[src/rtl/sram_result_ctrl.sv]
// Initiator-side controller for the 128K x 16 result SRAM: streams a write job
// into consecutive addresses and reads a programmed range back out with backpressure.
module sram_result_ctrl #(
  parameter int AW = 17,
  parameter int DW = 16,
  parameter int CW = 18
) (
  input  logic          Clk,
  input  logic          Rst,
  input  logic          Wr_Start,
  input  logic [AW-1:0] Wr_Base,
  input  logic [CW-1:0] Wr_Count,
  input  logic          Rd_Start,
  input  logic [AW-1:0] Rd_Base,
  input  logic [CW-1:0] Rd_Count,
  input  logic          In_Valid,
  output logic          In_Ready,
  input  logic [DW-1:0] In_Data,
  output logic          Out_Valid,
  input  logic          Out_Ready,
  output logic [DW-1:0] Out_Data,
  output logic          Busy,
  output logic          Done,
  output logic [AW-1:0] Sram_Addr,
  output logic          Sram_RW,
  output logic          Sram_En,
  output logic [DW-1:0] Sram_Din,
  input  logic [DW-1:0] Sram_Dout
);

  typedef enum logic [2:0] {
    S_IDLE,
    S_WRITE,
    S_READ_REQ,
    S_READ_WAIT,
    S_READ_HOLD
  } state_t;

  state_t        r_state;
  state_t        w_next;
  logic [AW-1:0] r_wr_ptr;
  logic [AW-1:0] r_rd_ptr;
  logic [CW-1:0] r_rem;
  logic [DW-1:0] r_out_data;
  logic          r_out_valid;
  logic          r_done;
  logic          w_wr_hs;
  logic          w_rd_hs;

  assign w_wr_hs = (r_state == S_WRITE) && In_Valid;
  assign w_rd_hs = (r_state == S_READ_HOLD) && r_out_valid && Out_Ready;

  always_ff @(posedge Clk or negedge Rst) begin
    if (!Rst) r_state <= S_IDLE;
    else      r_state <= w_next;
  end

  // A zero-length job never leaves IDLE; only the Done pulse reports it.
  always_comb begin
    w_next = r_state;
    case (r_state)
      S_IDLE: begin
        if (Wr_Start)      w_next = (Wr_Count == '0) ? S_IDLE : S_WRITE;
        else if (Rd_Start) w_next = (Rd_Count == '0) ? S_IDLE : S_READ_REQ;
      end
      S_WRITE:     if (w_wr_hs && r_rem == CW'(1)) w_next = S_IDLE;
      S_READ_REQ:  w_next = S_READ_WAIT;
      S_READ_WAIT: w_next = S_READ_HOLD;
      S_READ_HOLD: if (w_rd_hs) w_next = (r_rem != '0) ? S_READ_REQ : S_IDLE;
      default:     w_next = S_IDLE;
    endcase
  end

  always_comb begin
    In_Ready  = (r_state == S_WRITE);
    Busy      = (r_state != S_IDLE);
    Sram_En   = w_wr_hs || (r_state == S_READ_REQ);
    Sram_RW   = w_wr_hs;
    Sram_Addr = '0;
    Sram_Din  = '0;
    if (w_wr_hs) begin
      Sram_Addr = r_wr_ptr;
      Sram_Din  = In_Data;
    end else if (r_state == S_READ_REQ) begin
      Sram_Addr = r_rd_ptr;
    end
  end

  always_ff @(posedge Clk or negedge Rst) begin
    if (!Rst) begin
      r_wr_ptr    <= '0;
      r_rd_ptr    <= '0;
      r_rem       <= '0;
      r_out_data  <= '0;
      r_out_valid <= 1'b0;
      r_done      <= 1'b0;
    end else begin
      r_done <= 1'b0;
      case (r_state)
        S_IDLE: begin
          if (Wr_Start) begin
            r_wr_ptr <= Wr_Base;
            r_rem    <= Wr_Count;
            r_done   <= (Wr_Count == '0);
          end else if (Rd_Start) begin
            r_rd_ptr <= Rd_Base;
            r_rem    <= Rd_Count;
            r_done   <= (Rd_Count == '0);
          end
        end
        S_WRITE: begin
          if (w_wr_hs) begin
            r_wr_ptr <= r_wr_ptr + AW'(1);
            r_rem    <= r_rem - CW'(1);
            r_done   <= (r_rem == CW'(1));
          end
        end
        S_READ_WAIT: begin
          r_out_data  <= Sram_Dout;
          r_out_valid <= 1'b1;
          r_rd_ptr    <= r_rd_ptr + AW'(1);
          r_rem       <= r_rem - CW'(1);
        end
        S_READ_HOLD: begin
          if (w_rd_hs) begin
            r_out_valid <= 1'b0;
            r_done      <= (r_rem == '0);
          end
        end
        default: ;
      endcase
    end
  end

  assign Out_Valid = r_out_valid;
  assign Out_Data  = r_out_data;
  assign Done      = r_done;

endmodule

[config.mk]
export PLATFORM = sky130hd
export DESIGN_NAME = sram_result_ctrl
export DESIGN_NICKNAME = d
export VERILOG_FILES = /design/src/rtl/sram_result_ctrl.sv
export SDC_FILE = /design/constraint.sdc
export NUM_CORES = 1
export LEC_CHECK = 0
export ABC_AREA = 0
export BUFFER_PORTS_ARGS = -buffer_cell sky130_fd_sc_hd__buf_4
export CELL_PAD_IN_SITES_DETAIL_PLACEMENT = 0
export CELL_PAD_IN_SITES_GLOBAL_PLACEMENT = 1
export CORE_MARGIN = 4
export CORE_UTILIZATION = 36
export DETAILED_ROUTE_END_ITERATION = 8
export PLACE_DENSITY = 0.77
export SLEW_MARGIN = 5
export SYNTH_ARGS = -nofsm -noshare
export SYNTH_HDL_FRONTEND = slang
export SYNTH_SLANG_ARGS = --single-unit
[constraint.sdc]
create_clock -name Clk -period 2.9 [get_ports Clk]
set_input_delay 0.29 -clock Clk [delete_from_list [all_inputs] [get_ports Clk]]
set_output_delay 0.29 -clock Clk [all_outputs]
set_load 0.03 [all_outputs]
==> results, run 1 <==
- The flow ran to the end, and the final reports show no timing, DRC or antenna violations.
- The global-route met3 utilization is under 10%.
- Yosys printed 0 warnings.
- Counting every net in the synthesized netlist gives about 680.
- The number of filler instances in the final layout is around 1,200.
- The hold violation count in the final report is 0.
- The final setup violation count is 0.
- The share of total power consumed by net switching is between 40 and 50%.
- The layout overhead on the synthesized area is 36.2%.
- The detailed-routing iteration count for the pre-antenna-repair pass is 5.
- The synthesized area divided by synthesized cell count is 8.16 um^2.
- Of the total synthesized cell area, the portion taken by AND, OR, NAND and NOR gates is between 20% and 30%.
- Entering global routing, the biggest net connects 74 pins.
- The number of H-tree levels is 3.
- The power per standard cell area is 1230 nW/um^2.
- The internal cell power is ~4000 uW.
- The switching power is 3780 uW.
- The pin slew with the least headroom to its limit is around 1000 ps.
- The most area-hungry cell type in the Yosys netlist is dfrtp_1.
- The combined area of the multi-input logic cells is 2630 um^2.
- The global-route wire length before repair is 24,100 um.
- The clock latency at the later pin of the worst-skew pair is 340 ps.
- The signal on the critical path passes through nor2b_2 > nand2b_1 > inv_2 > and2_1 > a22o_1 > buf_4.
- By area, the combinational part of the netlist is dominated by simple AND/OR/NAND/NOR gates.
- The maximum operating frequency is 369 MHz.
- The synthesized netlist contains 58 unique library cells.
- The number of global-route vias before repair is 4,722.
- The standard cell with the maximum stage delay on the critical path is and2_1.
- Registers take between 1500 and 2000 um^2.
- In this run the tightest slew margin relative to its limit is between 30% and 40%.
- The final standard cell utilization of the core is 50.1%.
- In the final layout, the share of cells above drive strength 1 is between 20% and 30%.
- TritonCTS built the clock tree.
- The depth of the most critical reg-to-reg path is 7.
- Counting the buffers created by CTS gives 9.
- The count of pins over their slew limit is 0.
- Between clock sinks in the finished design, the worst skew comes to 8.52 ps.
- For this run, global-route usage on met2 was measured as 32.4%.
- The sequential share of power is 28.1%.
- The height of the die is 122 um.
- The share of synthesized area occupied by flip-flops and latches is around 39%.
- The adder-cell area share of the yosys netlist is under 10%.
- The detailed-route wire length per cell is between 15 and 20 um.
- The horizontal extent of the die is roughly 120 um.
- The area share of the largest cell type after synthesis is between 30 and 40%.
- The met1 layer usage reported by global route is around 27%.
- The initial antenna violation count is 0.
- The number of diodes added for antenna fixing is 0.
- The most used flip-flop cell after synthesis is dfrtp_1.
- The shortest period the worst path allows is 2710 ps.
- Summed over all failing endpoints, the final setup total negative slack is 0 ps.
- Summing the areas of all compound-gate instances in the mapped netlist gives 24.6% of the synthesized area.
- The number of port buffers is 162.
- Sorting the synthesized cells by area gives the leading types as dfrtp_1 39%, nand2_1 7.6%, a21oi_1 6.4%, a22o_1 3.8%, nor2_1 3.0%.
- The initial detailed-routing violation count is 399.
- Using the TritonRoute via totals, the vias-per-cell ratio works out to 5.62.
- Per report_power, the clock group accounts for between 10% and 20% of the total.
- After detailed routing, the number of remaining DRC violations is 0.
- Across the VDD grid, the largest voltage drop is 0.000557 V.
- The portion of synthesized area spent on multiplexers is approximately 3.9%.
- The final wirelength is about 15,000 um.
- Once the clock tree was built, the setup fixing pass inserted 0 buffers.
- The tree is rooted in a clkbuf_16.
- For this design the static power due to leakage is 0.00289 uW.
- The maximum number of buffers from clock root to sink is 2.
- The total number of clock tree sinks is 73.
- Summing the areas of all xor and xnor instances in the mapped netlist gives 0.566% of the synthesized area.
- Setup repair after global routing left no endpoint under its margin.
- The path type of the worst setup path is reg2out.
- The most crowded layer after global routing is met2.
- Per report_power, the combinational group accounts for 56.3% of the total.
- The net count of the finished layout is between 800 and 900.
- The proportion of synthesized flip-flops having asynchronous set or reset is 100%.
- 163 I/O pins were placed.
- The mapped netlist covers 4640 um^2.
- The share of the cycle needed by the critical path after routing is roughly 93%.
- The CTS clock-pin slew for the worst setup and hold paths is 60 ps.
- Global routing used about a fifth of the available tracks across all layers.
- The total area inside the core boundary comes to about 13,000 um^2.
- The number of synthesized register bits is 73.
- For this block, the via count after detailed routing is 4,999.
- The remaining antenna violation count is 0.
- The number of flops mapped to enable cells by yosys is 0.
- For the worst setup path, the data arrival time is 2420 ps.
- After technology mapping, the gate count stands at 569.
- The overall die area is roughly 15,000 um^2.
- STA classifies the critical path startpoint as a register.
- Once the floorplan was initialized, standard cells occupied 36.8% of the core.
- The path class of the tightest hold or removal check is in2async.
- The HPWL after detailed placement is 11,400 um.
- Max-cap violations in this run came to 0.
- On the worst path, the slowest cell contributes a delay of 610 ps.
- The capturing element type of the critical path is an output pin.
- Row generation in the floorplan step produced slightly above 40 rows.
- Buffers inserted to repair hold after CTS numbered 0.
- Post-CTS repair changed the size of 0 cells.
- The largest fanout on the critical path is 20.
- The worst endpoint required time is 2610 ps.
- After global routing the overflow that remains totals 0.
- The congestion estimate from routability-driven global placement came to between 0.8 and 0.9.
## state kept, by name (all words and copies together), names as in the netlist
name / cells
r_rd_ptr: 17
r_state: 3
r_wr_ptr: 17
Out_Data: 16
Done: 1
Out_Valid: 1
r_rem: 18
## area by class of cell
| class | count | area share [%] |
|---|---|---|
| clock inverter | 6 | 1.46 |
| clock buffer | 10 | 3.62 |
| multi-input combinational | 448 | 41.6 |
| sequential | 73 | 28.9 |
| tap | 172 | 3.40 |
| inverter | 7 | 0.416 |
| timing repair buffer | 173 | 20.5 |
## cell families after synthesis
logic type,after synthesis
adder cells (fa/ha/maj),4
multiplexers,17
flip-flops,73
AO/OA/AOI/OAI,179
XOR/XNOR,3
buffers and inverters,48
AND/OR/NAND/NOR,245
## cells in the final DEF, fill, tap and decap left out, types with 6 or more instances in the layout
master and count:
a22o_1 20, nand3_1 26, nor2_1 36, nor3_1 8, mux2i_1 10, nor4_1 12
o22ai_1 10, buf_4 173, o32ai_1 7, nand2_1 94, o21ai_1 24, clkbuf_16 9
a21oi_1 59, nand4_1 6, and3_1 22, dfrtp_1 73, o21ai_0 12, a31oi_1 9
## worst max-delay path, delay by kind of cell (launching register included)
family | cells | cell delay, ps
compound gates | 1 | 280
buf+inv | 2 | 270
flops | 1 | 530
simple gates | 3 | 1010
## path summary, 6_finish.rpt
check | from | slack [ps] | end
worst max-delay path | r_state[0] | 190 | Sram_Addr[16]
worst min-delay path | Rst | 70 | r_wr_ptr[6]
worst max register to register | r_state[0] | 520 | r_state[0]
worst min register to register | Out_Data[4] | 480 | Out_Data[4]
max in group asynchronous | Rst | 2150 | Out_Data[11]
min in group Clk | Sram_Dout[5] | 140 | Out_Data[5]
## power groups by stage
stage	Combinational (uW)	Sequential (uW)	Clock (uW)
2_1_floorplan	2920	2170	0
3_3_place_gp	4280	2160	0
3_5_place_dp	4380	2170	0
4_1_cts	4390	2160	1230
5_1_grt	4800	2260	1270
6_report	4370	2180	1210
## synthesized netlist by cell type, drive strengths merged, types with 3 or more instances
library cell and count:
a31oi 9, nor4 14, dfrtp 73, nand4 6, buf 5, or4 4, mux2i 10, mux2 7
and2 3, a211oi 5, o21ai 36, o32ai 7, o2bb2ai 5, nand3 26, nor2b 5, or3 5
nand2b 4, a22oi 3, o21a 4, clkbuf 36, o22ai 10, nor2 37, nor3 11, a21oi 59
a2bb2oi 5, a22o 20, nand3b 3, and3 22, nand2 94, ha 4, inv 7, o22a 5
## per-stage QoR
stage	setup slack [ps]	total power, uW	cell area (um^2)	hold WS [ps]	cells
after floorplan	522	5090	4640	-5.59	569
after global placement	631	6450	6000	461	873
after detailed placement	550	6540	6000	464	873
final	192	7750	6320	69.9	889
after global routing	14.2	8330	6320	134	889
after CTS	202	7780	6320	131	889
## per-layer routing
layer	vias up	part of all wire (%)	wire length, um
met5	-	0	0
li1	2385	-	-
met4	0	1.9	290
met1	2418	44	6690
met2	172	47	7180
met3	24	7.8	1200
No activity file was read; power rests on OpenSTA's default activity.
==> run 2: changes to the inputs <==
CORE_ASPECT_RATIO = 0.8   (was not set)
PLACE_DENSITY = not set   (was 0.77)
PLACE_DENSITY_LB_ADDON = 0.1   (was not set)
SLEW_MARGIN = not set   (was 5)
==> run 2 against run 1 <==
Against the previous run: global-route usage barely moved; final cell count fell by 0.45%; sequential power rose by 2%; via count fell by 2.4%; die area barely moved; critical endpoint is now Sram_Addr[14].
==> results, run 2 (synthesis results as in run 1) <==
- The overall die area is 14,800 um^2 (about the same).
- Setup repair after global routing left no endpoint under its margin.
- The maximum operating frequency is 382 MHz (+3.5%).
- The number of port buffers is 162 (unchanged).
- The remaining antenna violation count is 0 (unchanged).
- The worst endpoint required time is 2610 ps (about the same).
- In the layout the commonest cells are 171 x buf_4, 94 x nand2_1, 73 x dfrtp_1, 59 x a21oi_1, 36 x nor2_1.
- The number of global-route vias before repair was 4,602 (-2.5%).
- The number of ports placed on the die boundary came to 163 (unchanged).
- The flip-flop count of the largest register, all copies and words added is 18 (unchanged).
- The estimated wirelength of the detail-placed design is 11,100 um (-1.9%).
- The number of buffers inserted to repair setup after CTS came to 0 (unchanged).
- The pin slew with the least headroom to its limit is 971 ps (-4.96 ps).
- The run finished with clean final reports.
- The final global-route overflow total is 0 (unchanged).
- The setup slack of the worst register-to-register path is 570 ps (+50 ps).
- The share of the cycle needed by the critical path after routing is 90.2% (-3.2 points).
- The height of the die is 110 um (-9.9%).
- The number of max-capacitance violations reported is 0 (unchanged).
- The overall via count from detail_route was 4,879 (-2.4%).
- The worst setup path is launched from a register.
- The cell depth of the worst setup path is 6 (unchanged).
- The CTS clock-pin slew for the worst setup and hold paths is 60 ps (about the same).
- The global-route met3 utilization was 5.76% (+0.61 points).
- The signal on the critical path passes through nor2b_2 > nand2b_1 > inv_2 > and2_1 > a22o_1 > buf_4.
- The total negative setup slack is 0 ps (unchanged).
- The pin count of the biggest net entering global routing is 74 (unchanged).
- The largest fanout on the critical path is 20 (unchanged).
- The horizontal extent of the die came to 135 um (+11%).
- The biggest cell delay along the critical path is 570 ps (-40 ps).
- The number of diodes added for antenna fixing is 0 (unchanged).
- The CTS buffer count is 9 (unchanged).
- The number of H-tree levels came to 3 (unchanged).
- TritonCTS built the clock tree.
- The largest individual stage delay along the critical path comes from the cell and2_1.
- The relative max-transition margin came to 35.3% (+0.33 points).
- The largest vdd supply drop came to 0.000555 V (-0.30%).
- The most critical setup path has its startpoint at r_state[0].
- The met2 routing resource usage after global routing is 30.4% (-2.0 points).
- The initial detailed-routing violation count is 424 (+6.3%).
- The arrival time of the worst setup path is 2330 ps (-90 ps).
- The clock tree skew after final layout is 5.23 ps (-3.29 ps).
- The detailed-route wire length per cell is 17.2 um (-0.14%).
- On the critical path the largest part of the delay comes from simple AND/OR/NAND/NOR gates.
- The buffers plus inverters on the worst setup path is 2 (unchanged).
- The cts-stage hold buffer count was 0 (unchanged).
- The ratio of cells with drive above 1 in the final layout is 27.9% (-0.30 points).
- The detailed-routing iteration count for the pre-antenna-repair pass was 5 (unchanged).
- The total number of clock tree sinks is 73 (unchanged).
- The all-layer global routing usage is 20.3% (about the same).
- The global-route wire length before repair is 23,900 um (-0.81%).
- The register with the most flip-flops in the final layout is r_rem.
- The worst setup path is captured at an output pin.
- The clock latency at the later pin of the worst-skew pair is 340 ps (about the same).
- The net count of the finished layout is 822 (-0.24%).
- The final standard cell utilization of the core came to 50.7% (+0.61 points).
- The number of filler instances in the final layout was 1,200 (-3.8%).
- The placer congestion estimate is 0.811 (-6.3%).
- The beginning of the worst register-to-register path is r_rem[6].
- The met1 layer usage reported by global route is 28.3% (+1.2 points).
- In the final layout, the registers with the most flip-flops are r_rem: 18 flops, r_rd_ptr: 17 flops, r_wr_ptr: 17 flops.
- The critical path is of the reg2out type.
- The count of pins over their slew limit is 0 (unchanged).
- The maximum number of buffers from clock root to sink is 2 (unchanged).
- The depth of the most critical reg-to-reg path came to 5 (-2).
- The hold violation count in the final report came to 0 (unchanged).
- The shortest period the worst path allows is 2620 ps (-92.2 ps).
- The count of cells resized by post-cts repair is 0 (unchanged).
- The number of remaining DRC errors was 0 (unchanged).
- The power per standard cell area was 1210 nW/um^2 (-0.94%).
- The floorplan core area is 12,400 um^2 (-1.8%).
- The cell row count is 36 (-12%).
- The leakage power of the design came to 0.00288 uW (-0.37%).
- The tree is rooted in a clkbuf_16.
- The final setup violation count was 0 (unchanged).
- The initial cell density of the core came to 37.5% (+0.69 points).
- The via density per instance is 5.51 (-2.0%).
- The most crowded layer after global routing is met2.
- The library cell used most frequently in the layout, excluding fill and tap cells, is buf_4.
- The min-delay analysis places its worst path in the category in2async.
- From synthesis to final layout, the design area changed by 35.3%.
- The initial antenna violation count is 0 (unchanged).
- The final wirelength is 15,300 um (-0.59%).
==> run 2: changes by cell type in the layout (fill, tap and decap cells not counted), sizes merged <==
cell	change
clkinvlp	-2
clkbuf	+2
bufinv	-1
buf	-2
==> run 2: through the flow <==
step | setup slack (ps) | std cells | cell area, um^2 | hold slack, ps | total power (uW)
5_1_grt | 114 | 885 | 6280 | 137 | 8220
6_report | 284 | 885 | 6280 | 112 | 7630
3_5_place_dp | 601 | 870 | 5980 | 464 | 6500
2_1_floorplan | 522 | 569 | 4640 | -5.59 | 5090
4_1_cts | 277 | 885 | 6280 | 126 | 7670
3_3_place_gp | 647 | 870 | 5980 | 460 | 6430
==> run 2: per-layer routing <==
layer	share of wire, %	vias to the layer above
li1	-	2390
met1	47	2285
met2	44	179
met3	7.9	25
met4	1.6	0
met5	0	-
==> run 2: final cells by class <==
type	count	area, um^2	share of cell area, %
Sequential cell	73	1830	29.1
Clock inverter	3	40.0	0.638
Clock buffer	12	256	4.08
Inverter	7	26.3	0.418
Tap cell	171	214	3.41
Multi-Input combinational cell	448	2630	41.9
Timing Repair Buffer	171	1280	20.4
==> run 2: worst paths after layout <==
path                            endpoint
max                        Sram_Addr[14]
min                            r_rem[12]
max reg2reg                   r_state[0]
min reg2reg                  Out_Data[6]
max in group asynchronous   r_rd_ptr[11]
min in group Clk             Out_Data[3]
==> run 2: report_power, final <==
group	total, uW	switching, uW	internal, uW
logic	4290	2640	1650
registers	2220	679	1540
clock network	1130	421	705
